**src/rtl/sensor_frame_gen.sv**
```systemverilog
// sensor_frame_gen: patterned AXIS frame source with count, gap and graceful stop; FRAME_GEN_TLAST_EN adds AXIS_OUT_TLAST
module sensor_frame_gen #(
    parameter int DW = 512
) (
    input  logic          clk,
    input  logic          resetn,
    input  logic          start,
    input  logic          stop,
    input  logic [31:0]   frame_size,
    input  logic [31:0]   frame_count,
    input  logic [15:0]   gap_cycles,
    output logic          busy,
    output logic [31:0]   frames_done,
    output logic          start_of_frame,
    output logic [DW-1:0] AXIS_OUT_TDATA,
    output logic          AXIS_OUT_TVALID,
`ifdef FRAME_GEN_TLAST_EN
    output logic          AXIS_OUT_TLAST,
    input  logic          AXIS_OUT_TREADY
`else
    input  logic          AXIS_OUT_TREADY
`endif
);
    localparam int BPB   = DW / 8;
    localparam int LANES = DW / 32;
    typedef enum logic [1:0] {IDLE, SOF, DATA, GAP} state_t;
    state_t      state_q, state_d;
    logic [31:0] fsize_q, fsize_d, fcount_q, fcount_d, frames_done_q, frames_done_d, idx_q, idx_d;
    logic [15:0] gap_q, gap_d, gap_cnt_q, gap_cnt_d;
    logic        stop_q, stop_d;
    logic [31:0] cpf_raw, cpf;
    logic        hs, last_beat, stop_eff;
    assign cpf_raw         = fsize_q / BPB;
    assign cpf             = (cpf_raw == '0) ? 32'd1 : cpf_raw;
    assign last_beat       = idx_q == cpf - 32'd1;
    assign hs              = AXIS_OUT_TVALID && AXIS_OUT_TREADY;
    assign stop_eff        = stop_q || stop;
    assign busy            = state_q != IDLE;
    assign start_of_frame  = state_q == SOF;
    assign AXIS_OUT_TVALID = state_q == DATA;
    assign frames_done     = frames_done_q;
`ifdef FRAME_GEN_TLAST_EN
    assign AXIS_OUT_TLAST  = AXIS_OUT_TVALID && last_beat;
`endif
    always_comb begin
        state_d       = state_q;
        fsize_d       = fsize_q;
        fcount_d      = fcount_q;
        gap_d         = gap_q;
        frames_done_d = frames_done_q;
        idx_d         = idx_q;
        gap_cnt_d     = gap_cnt_q;
        stop_d        = stop_q || (busy && stop);
        case (state_q)
            IDLE: if (start) begin
                state_d       = SOF;
                fsize_d       = frame_size;
                fcount_d      = frame_count;
                gap_d         = gap_cycles;
                frames_done_d = '0;
                stop_d        = 1'b0;
            end
            SOF: begin
                state_d = DATA;
                idx_d   = '0;
            end
            DATA: if (hs) begin
                idx_d = idx_q + 32'd1;
                if (last_beat) begin
                    frames_done_d = frames_done_q + 32'd1;
                    gap_cnt_d     = '0;
                    state_d       = (stop_eff || (fcount_q != '0 && frames_done_d == fcount_q)) ? IDLE :
                                    (gap_q == '0) ? SOF : GAP;
                end
            end
            GAP: begin
                gap_cnt_d = gap_cnt_q + 16'd1;
                state_d   = stop_eff ? IDLE : (gap_cnt_q == gap_q - 16'd1) ? SOF : GAP;
            end
            default: state_d = IDLE;
        endcase
    end
    // Lane i carries the running 32-bit word count from frame start
    always_comb begin
        AXIS_OUT_TDATA = '0;
        for (int i = 0; i < LANES; i++)
            AXIS_OUT_TDATA[i*32 +: 32] = AXIS_OUT_TVALID ? idx_q * LANES + 32'(i) : 32'd0;
    end
    always_ff @(posedge clk or negedge resetn) begin
        if (!resetn) begin
            state_q       <= IDLE;
            fsize_q       <= '0;
            fcount_q      <= '0;
            gap_q         <= '0;
            frames_done_q <= '0;
            idx_q         <= '0;
            gap_cnt_q     <= '0;
            stop_q        <= 1'b0;
        end else begin
            state_q       <= state_d;
            fsize_q       <= fsize_d;
            fcount_q      <= fcount_d;
            gap_q         <= gap_d;
            frames_done_q <= frames_done_d;
            idx_q         <= idx_d;
            gap_cnt_q     <= gap_cnt_d;
            stop_q        <= stop_d;
        end
    end
endmodule

```
**config.mk**
```make
export PLATFORM = sky130hd
export DESIGN_NAME = sensor_frame_gen
export DESIGN_NICKNAME = d
export VERILOG_FILES = /design/src/rtl/sensor_frame_gen.sv
export SDC_FILE = /design/constraint.sdc
export NUM_CORES = 1
export LEC_CHECK = 0
export CAP_MARGIN = 20
export CORE_AREA = 2 2 249 251
export CTS_CLUSTER_SIZE = 10
export DETAILED_ROUTE_END_ITERATION = 16
export DIE_AREA = 0 0 251 253
export MAX_ROUTING_LAYER = met4
export SLEW_MARGIN = 40
export SYNTH_ARGS = -nofsm -noshare
export SYNTH_HDL_FRONTEND = slang
export SYNTH_SLANG_ARGS = --single-unit
```
**constraint.sdc**
```tcl
create_clock -name clk -period 4 [get_ports clk]
set_input_delay 0.8 -clock clk [delete_from_list [all_inputs] [get_ports clk]]
set_output_delay 0.8 -clock clk [all_outputs]
set_load 0.02 [all_outputs]
```
==> metrics <==
Core Box Area 0.0610 mm2; combinational family with the most area after synthesis buffers and inverters; top cell type's share of synthesized area 0.285; Synth area leaders dfrtp_1 (29%), buf_4 (26%), mux2_2 (6.4%); skew final 0.0148 ns; Synth Instances 1589; DRT Pass-1 Iters 4; Mean Syn Cell Area just under 9 um2; DR WL/cell 17.0 um; Peak Freq 0.262 GHz; slew margin rel. 0.535; most frequent cells after synthesis buf_4 (484), dfrtp_1 (157), nor2_1 (97); number of port buffers 593; sequential share of the synthesized area 0.285; Layout fillers 6338; root buffer cell clkbuf_16; DR vias 11.2k; Yosys cell types 79; Post-synth EDFFs 0; GRT overflow 0; die area about 0.064 mm2; Residual DRC 0; total CTS buffers 17; Worst EP arrival 4.18 ns; asr flop ratio synth 1.00; pwr/cell area 527 mW/mm2; clock-pin slew on the worst setup and hold paths around 0.07 ns; Post-Route WL ~44 mm; critical path peak fanout 9; PnR worst setup slack 0.183 ns; Net count, final 1850; Worst-Margin Slew 0.697 ns; area leader, netlist dfrtp_1; Final Util 0.298; Max Transition Viols Final 0; IR drop worst, VDD about 0.45 mV; drt via density 4.37; Tot GR Track Use 0.135; synthesized flop and latch total 157; crit path kind flop to flop; CTS tree yes; Fin. Hold Viols 0; I/O pins 632; CP Launch Type flop; synthesized cell area roughly 0.014 mm2; Max Cap Viol 0; row count 91; DP HPWL 34.6 mm; Final min period around 3.8 ns; initial core utilization 0.226; clock sink total 157; largest net degree at the start of global routing 78; first-pass GRT wire length approximately 65 mm; Synth Flop Type dfrtp_1; Die X 251 um; P_leak between 6 and 7 nW; yosys warns 0; most common cell in the netlist buf_4; Setup crit end kind flop; pre-CTS setup slack between 0.07 and 0.08 ns; mux cell area share after synthesis 0.0704; Area Overhead vs Synth 32.3%; htree depth 4; Clock Latency Late Sink 0.45 ns; Compound-Gate Fraction of Synth Area 0.0862; XOR/XNOR Fraction of Synth Area 0.0726; Crit path required time between 4 and 5 ns; vias in the first global route about 11k; period utilization 0.954; Adder-Cell Fraction of Synth Area 0.00546; WHS 0.335 ns; CTS Buffer Depth 2; Die H 253 um; Post-CTS Hold Buffers 0; final weighted congestion in routability-driven placement between 0.8 and 0.9; layout cells sized above 1 0.124; status finished clean; Hold WC Path Type primary input to asynchronous set/reset pin; Post-Synth Simple-Gate Area 0.193; initial drt markers 571; initial antenna violation count 7; Setup-failing EPs final 0; post-route ant nets 0
-- layer usage --
layer,wire [um],part of all wire,global-route usage
met1,17000,0.39,0.146
met2,23400,0.54,0.249
met3,2500,0.057,0.0317
met4,831,0.019,0.0347
met5,0,0,-
-- repair_timing --
action | in CTS | in global routing
setup endpoints to repair | 0 | 41
gates resized for setup | 0 | 15
buffers inserted | 0 | 2
-- where the power goes --
part	switching (mW)	internal (mW)	leakage (nW)
Sequential	0.661	2.06	1.97
Combinational	2.80	2.40	4.58
Clock	0.685	0.975	0.276
Total	4.14	5.44	6.82
-- per-stage QoR --
stage / cell area [um2] / instances / total power, mW / setup TNS (ns)
floorplan: 13900 / 1620 / 6.31 / 0
CTS: 18100 / 2559 / 9.60 / 0
global placement: 17500 / 2528 / 7.78 / 0
detailed placement: 17500 / 2528 / 7.88 / 0
finish: 18200 / 2568 / 9.59 / 0
global route: 18200 / 2568 / 10.2 / -0.0320
-- worst paths after layout --
kind	startpoint	to	slack [ns]	cells after the start
min reg2reg	gap_q[13]	gap_q[13]	0.55	1
max reg2reg	fsize_q[18]	gap_cnt_q[15]	0.18	14
min	resetn	fcount_q[8]	0.33	1
min in group clk	gap_q[13]	gap_q[13]	0.55	1
max	fsize_q[18]	gap_cnt_q[15]	0.18	14
max in group asynchronous	resetn	idx_q[19]	2.88	2
-- cells by family after synthesis --
kind of cell               Yosys count
DFF                                157
adders and majority gates            6
other                                1
and+or+nand+nor                    479
AOI/OAI and AO/OA                  180
xor gates and xnor gates           114
muxes                               87
buffers and inverters              565
-- area by class of cell --
type	count	area, um2	area share
antenna	7	17.5	0.000962
clock buffer	20	437	0.0240
clock inverter	11	145	0.00797
inverter	21	78.8	0.00433
multi-input combinational	898	6090	0.334
sequential	157	3930	0.216
tap	790	988	0.0543
timing repair buffer	664	6520	0.358
-- worst max-delay path, stage by stage, from the launching register on --
cell	delay [ns]
dfrtp_1	0.42
nor4_4	0.06
nand4_1	0.12
nor2_1	0.08
a21oi_1	0.16
ha_2	0.25
or4b_4	0.51
or4b_4	0.54
nand2_2	0.11
a31oi_4	0.11
nor4b_4	0.33
and4_4	0.31
nor2_2	0.09
or4_1	0.51
a21oi_1	0.16
-- layout by cell type, fill, tap and decap left out, drive strengths merged, types with 47 or more instances in the layout --
cell	netlist	layout
and3	47	47
buf	493	71
clkdlybuf4s50	0	592
dfrtp	157	157
mux2	78	78
nand2	87	87
nand3	47	47
nor2	99	99
xnor2	63	63
xor2	51	51
-- state kept, by name (all words and copies together), names as in the netlist --
name and flops:
frames_done 32, fcount_q 32, idx_q 32, state_q 2, gap_q 16, gap_cnt_q 16, stop_q 1, fsize_q 26
(Power assumes the default switching activity.)
